`config.mk`:
```
export PLATFORM = sky130hd
export DESIGN_NAME = dm_s2mm_burst_writer
export DESIGN_NICKNAME = d
export VERILOG_FILES = /design/src/rtl/dm_s2mm_burst_writer.sv
export SDC_FILE = /design/constraint.sdc
export NUM_CORES = 1
export LEC_CHECK = 0
export ABC_AREA = 1
export BUFFER_PORTS_ARGS = -buffer_cell sky130_fd_sc_hd__buf_2
export CAP_MARGIN = 0
export CELL_PAD_IN_SITES_DETAIL_PLACEMENT = 1
export CELL_PAD_IN_SITES_GLOBAL_PLACEMENT = 1
export CORE_UTILIZATION = 33
export DETAILED_ROUTE_END_ITERATION = 10
export PLACE_DENSITY = 0.86
export RECOVER_POWER = 100
export SLEW_MARGIN = 20
export SYNTH_ARGS = -nofsm -noshare
export SYNTH_HDL_FRONTEND = slang
export SYNTH_SLANG_ARGS = --single-unit
```
`constraint.sdc`:
```
create_clock -name clk -period 6 [get_ports clk]
set_clock_uncertainty 0.15 [all_clocks]
set_input_delay 0.3 -clock clk [delete_from_list [all_inputs] [get_ports clk]]
set_output_delay 0.3 -clock clk [all_outputs]
set_load 0.01 [all_outputs]
```
`src/rtl/dm_s2mm_burst_writer.sv`:
```
// dm_s2mm_burst_writer
//   S2MM write engine. Takes (addr, byte-length) commands, splits each one into
//   AXI4 INCR bursts of at most MAX_BURST beats and streams i_wr_data onto the
//   HP write port. Only one burst is outstanding at a time.
//   Optional macro: DMW_4K_SPLIT_EN - additionally split bursts at 4 KB boundaries.
// Ports
//   clk, rst                      clock, asynchronous active-high reset
//   i_wr_cmd_addr/length/req      command (req is a level, held until ack)
//   o_wr_cmd_ack                  1-cycle command-accept pulse
//   i_wr_valid/o_wr_ready/i_wr_data  write-data stream (pass-through in W)
//   o_write_finish                1-cycle pulse when the command's last BRESP arrives
//   o_wr_err                      sticky: any non-OKAY BRESP since reset
//   hp0_aw*/hp0_w*/hp0_b*         AXI4 write address/data/response channels
module dm_s2mm_burst_writer #(
    parameter int unsigned DATA_WIDTH = 64,
    parameter int unsigned ADDR_WIDTH = 32,
    parameter int unsigned LEN_WIDTH  = 23,
    parameter int unsigned MAX_BURST  = 16,
    parameter int unsigned ID_WIDTH   = 4,
    parameter int unsigned AXI_ID     = 0
) (
    input  logic                    clk,
    input  logic                    rst,
    input  logic [ADDR_WIDTH-1:0]   i_wr_cmd_addr,
    input  logic [LEN_WIDTH-1:0]    i_wr_cmd_length,
    input  logic                    i_wr_cmd_req,
    output logic                    o_wr_cmd_ack,
    input  logic                    i_wr_valid,
    output logic                    o_wr_ready,
    input  logic [DATA_WIDTH-1:0]   i_wr_data,
    output logic                    o_write_finish,
    output logic                    o_wr_err,
    output logic                    hp0_awvalid,
    input  logic                    hp0_awready,
    output logic [ID_WIDTH-1:0]     hp0_awid,
    output logic [ADDR_WIDTH-1:0]   hp0_awaddr,
    output logic [7:0]              hp0_awlen,
    output logic [2:0]              hp0_awsize,
    output logic [1:0]              hp0_awburst,
    output logic [2:0]              hp0_awprot,
    output logic [3:0]              hp0_awcache,
    output logic [DATA_WIDTH-1:0]   hp0_wdata,
    output logic [DATA_WIDTH/8-1:0] hp0_wstrb,
    output logic                    hp0_wlast,
    output logic                    hp0_wvalid,
    input  logic                    hp0_wready,
    input  logic [1:0]              hp0_bresp,
    input  logic                    hp0_bvalid,
    output logic                    hp0_bready
);

    localparam int unsigned BYTES   = DATA_WIDTH / 8;
    localparam int unsigned OFF_W   = $clog2(BYTES);
    localparam int unsigned BL_W    = LEN_WIDTH - OFF_W;
    localparam int unsigned BURST_W = $clog2(MAX_BURST) + 1;
    // Wide enough for beats_left, MAX_BURST and the 4 KB room term.
    localparam int unsigned CW      = (BL_W > 14) ? BL_W : 14;

    typedef enum logic [2:0] {
        S_IDLE,
        S_AW,
        S_W,
        S_B,
        S_DONE
    } state_t;

    state_t              state_q, state_d;
    logic [ADDR_WIDTH-1:0] addr_q, addr_d;
    logic [BL_W-1:0]     beats_left_q, beats_left_d;
    logic [BURST_W-1:0]  cnt_q, cnt_d;
    logic                err_q, err_d;

    logic [BL_W-1:0]     cmd_beats_c;
    logic [CW-1:0]       len_cap_c;
    logic [BURST_W-1:0]  burst_len_c;
    logic                last_beat_c;
`ifdef DMW_4K_SPLIT_EN
    logic [CW-1:0]       room_4k_c;
`endif

    // Constant AXI attributes
    assign hp0_awid    = ID_WIDTH'(AXI_ID);
    assign hp0_awsize  = 3'(OFF_W);
    assign hp0_awburst = 2'b01;
    assign hp0_awprot  = 3'b000;
    assign hp0_awcache = 4'b0011;
    assign hp0_wstrb   = '1;

    // Sub-beat length bits are dropped
    assign cmd_beats_c = BL_W'(i_wr_cmd_length >> OFF_W);

    // Current burst length; addr_q/beats_left_q only move on the last W beat,
    // so this stays stable through AW and W.
    always_comb begin
        len_cap_c = CW'(MAX_BURST);
        if (CW'(beats_left_q) < len_cap_c) begin
            len_cap_c = CW'(beats_left_q);
        end
`ifdef DMW_4K_SPLIT_EN
        room_4k_c = CW'((13'h1000 - {1'b0, addr_q[11:0]}) >> OFF_W);
        if (room_4k_c < len_cap_c) begin
            len_cap_c = room_4k_c;
        end
`endif
        burst_len_c = BURST_W'(len_cap_c);
    end

    assign last_beat_c = (cnt_q == burst_len_c - BURST_W'(1));

    // Next-state and outputs
    always_comb begin
        state_d        = state_q;
        addr_d         = addr_q;
        beats_left_d   = beats_left_q;
        cnt_d          = cnt_q;
        err_d          = err_q;
        o_wr_cmd_ack   = 1'b0;
        o_wr_ready     = 1'b0;
        o_write_finish = 1'b0;
        o_wr_err       = err_q;
        hp0_awvalid    = 1'b0;
        hp0_awaddr     = addr_q;
        hp0_awlen      = '0;
        hp0_wdata      = '0;
        hp0_wlast      = 1'b0;
        hp0_wvalid     = 1'b0;
        hp0_bready     = 1'b0;

        case (state_q)
            S_IDLE: begin
                if (i_wr_cmd_req) begin
                    o_wr_cmd_ack = 1'b1;
                    addr_d       = i_wr_cmd_addr & ~ADDR_WIDTH'(BYTES - 1);
                    beats_left_d = cmd_beats_c;
                    cnt_d        = '0;
                    state_d      = (cmd_beats_c != '0) ? S_AW : S_DONE;
                end
            end
            S_AW: begin
                hp0_awvalid = 1'b1;
                hp0_awlen   = 8'(burst_len_c - BURST_W'(1));
                if (hp0_awready) begin
                    state_d = S_W;
                end
            end
            S_W: begin
                hp0_wvalid = i_wr_valid;
                o_wr_ready = hp0_wready;
                hp0_wdata  = i_wr_data;
                hp0_wlast  = last_beat_c;
                if (i_wr_valid && hp0_wready) begin
                    if (last_beat_c) begin
                        cnt_d        = '0;
                        addr_d       = addr_q + (ADDR_WIDTH'(burst_len_c) << OFF_W);
                        beats_left_d = beats_left_q - BL_W'(burst_len_c);
                        state_d      = S_B;
                    end else begin
                        cnt_d = cnt_q + BURST_W'(1);
                    end
                end
            end
            S_B: begin
                hp0_bready = 1'b1;
                if (hp0_bvalid) begin
                    // Error is recorded but the command keeps going
                    if (hp0_bresp != 2'b00) begin
                        err_d = 1'b1;
                    end
                    state_d = (beats_left_q != '0) ? S_AW : S_DONE;
                end
            end
            S_DONE: begin
                o_write_finish = 1'b1;
                state_d        = S_IDLE;
            end
            default: begin
                state_d = S_IDLE;
            end
        endcase
    end

    // State register
    always_ff @(posedge clk or posedge rst) begin
        if (rst) begin
            state_q      <= S_IDLE;
            addr_q       <= '0;
            beats_left_q <= '0;
            cnt_q        <= '0;
            err_q        <= 1'b0;
        end else begin
            state_q      <= state_d;
            addr_q       <= addr_d;
            beats_left_q <= beats_left_d;
            cnt_q        <= cnt_d;
            err_q        <= err_d;
        end
    end

endmodule

```
==> reports/metrics.cfg <==
[synth]
yosys_warnings = 0
synth-edff-count = 0
synth_cell_type_count = 40
synth_seq_area_share = 0.2746
ys_seq_elements = 58
postSynthAreaPerCell_sq_um = 6.061
syn_area_sq_um = 5285
synthCells = 872
ys_async_sr_fraction = 1.000
synth_ff_type = dfrtp_1

[grt]
grt_pass1_wl_microns = 30550
grt_overflow = 0
grt_pass1_vias = 6165
antenna_found_initial = 2
grtUsageTotal = 0.2377
grt_max_degree = 78

[floorplanning]
die_area_sq_um = 16530
ioPinCount = 264
rows = 45
die_h_microns = 128.6
initial_utilization = 0.3426
core_sq_um = 15430
die_w_microns = 128.6

[timing]
setup_viol = 0
hold_viol_final = 0
period_share = 0.7958
slew_headroom = -1.258
fmax_mhz = 209.4
tightest_slew_ps = 3387
grt_setup_unrepaired = false
report.final.slew_viol_count = 179
fin_crit_ps = 4775
tns_ps = 0

[detailed_routing]
drt-initial-drc-count = 330
wirelength_microns = 19470
postRouteAntennaNets = 0
vias = 6186
wl_per_cell_microns = 14.93
remaining_drc_errors = 0
viasPerCell = 4.744
drt-pass1-iter-count = 4

[status]
status = finished with violations
failed_checks = capacitance limit, slew limit

[critical_path]
crit_type = reg -> out
cp.arrival_ps = 4320
cp_max_fo = 77
start_kind = flip-flop
crit_required_ps = 5550
cp-end-kind = output pin

[cts]
cts_tree = done
cts_made_buffers = 9
insertion_delay_ps = 330
clkSinkCount = 58
cts_root_buffer = clkbuf_16
ctsResizeCount = 0
clkTransAtPathRegs_ps = 50
cts_hold_buf = 0
htree_levels = 3
post_cts_buffers = 0
clock_path_buffers = 2

[cells_and_area]
multi_input_area_sq_um = 3010
syn2layout_area_growth_pct = 24.64
fillers = 2250
final_core_util = 0.4270
drive_gt1_frac = 0.1485
nets = 1224
seq_area_sq_um = 1451

[power]
p_leak_nw = 3.632
power.density_nw_per_um2 = 436.8
ir_drop_mv = 0.2090

[place]
port_buffers = 230
hpwl_microns = 15190
gp_congestion = 0.8589

[min_path]
hp-class = in -> reg

[job]
maxCapViolations = 3

==> registers in the layout (all words and copies together), names as in the netlist <==
signal,cells
cnt_q,5
o_wr_err,1
beats_left_q,20
hp0_awaddr,29
state_q,3
==> area by class of cell <==
cell class,count,share of cell area
Sequential cell,58,0.2203
Tap cell,211,0.04008
Clock inverter,2,0.001899
Antenna cell,2,0.0007597
Multi-Input combinational cell,641,0.4570
Inverter,142,0.08110
Clock buffer,13,0.03951
Timing Repair Buffer,235,0.1594
==> worst max-delay path: stages, from the launching register on <==
cell	delay (ps)
dfrtp_1	400
inv_1	90
nor3_1	440
clkinvlp_2	1380
clkbuf_2	1140
nor2_1	300
clkbuf_1	200
==> Yosys cell counts (17+ instances only) <==
library cell	count	area, sq um
nand2_1	248	930.9
nand3_1	53	265.3
xor2_1	23	201.4
dfrtp_1	58	1451
nor2_1	126	473.0
nor3_1	17	85.08
o21ai_0	37	185.2
clkbuf_1	17	63.81
inv_1	141	529.3
buf_4	31	232.7
nand4_1	17	106.4
o21ai_1	20	100.1
==> power by group <==
group | internal, W | switching (W) | total [W] | leakage (nW)
Combinational | 0.000512 | 0.00108 | 0.00160 | 2.77
Sequential | 0.000567 | 0.000234 | 0.000801 | 0.729
Clock | 0.000299 | 0.000182 | 0.000481 | 0.132
==> through the flow <==
stage               power [W]  instance area [sq um]  setup WS (ps)  hold WS [ps]  std cells
floorplan            0.001901                   5383           3079         311.8        898
global placement     0.002412                   6484           2038         312.7       1287
detailed placement   0.002472                   6484           1926         352.8       1287
CTS                  0.002973                   6756           1876         83.10       1302
global route         0.003149                   6588          720.7         144.4       1304
finish               0.002877                   6588           1225         119.4       1304
==> path summary, 6_finish.rpt <==
check | from | end | slack (ps) | depth (start not counted)
setup / recovery | state_q[1] | hp0_wdata[32] | 1230 | 6
hold / removal | i_wr_cmd_addr[7] | hp0_awaddr[7] | 120 | 5
setup reg to reg | beats_left_q[14] | hp0_awaddr[25] | 1360 | 19
hold reg to reg | beats_left_q[19] | beats_left_q[19] | 360 | 2
max in group asynchronous | rst | hp0_awaddr[12] | 2670 | 3
min in group asynchronous | rst | beats_left_q[15] | 1120 | 3
==> placed cells by master (no fill, tap or decap), types with 12 or more instances in the layout <==
master    Yosys  layout
dfrtp_1      58      58
xor2_1       23      23
nor3_1       17      18
nand2_1     248     250
clkbuf_1     17     107
nand4_1      17      17
buf_2         7     126
conb_1        2      28
nand3_1      53      54
o21ai_0      37      57
inv_1       141     141
a21oi_1      12      12
nor2_1      126     127
==> cells by family after synthesis <==
group / count (synthesis) / synth area share
simple gates: 495 / 0.4029
fa+ha+maj: 9 / 0.02273
flops: 58 / 0.2746
buf+inv: 199 / 0.1678
compound gates: 81 / 0.08334
mux: 3 / 0.005682
other cells: 2 / 0.001421
xor+xnor: 25 / 0.04143
==> routing by layer <==
layer / part of all wire / global-route usage
met1: 0.42 / 0.2780
met2: 0.50 / 0.4277
met3: 0.056 / 0.04782
met4: 0.021 / 0.08789
met5: 0 / 0
No activity file was read; power rests on OpenSTA's default activity.
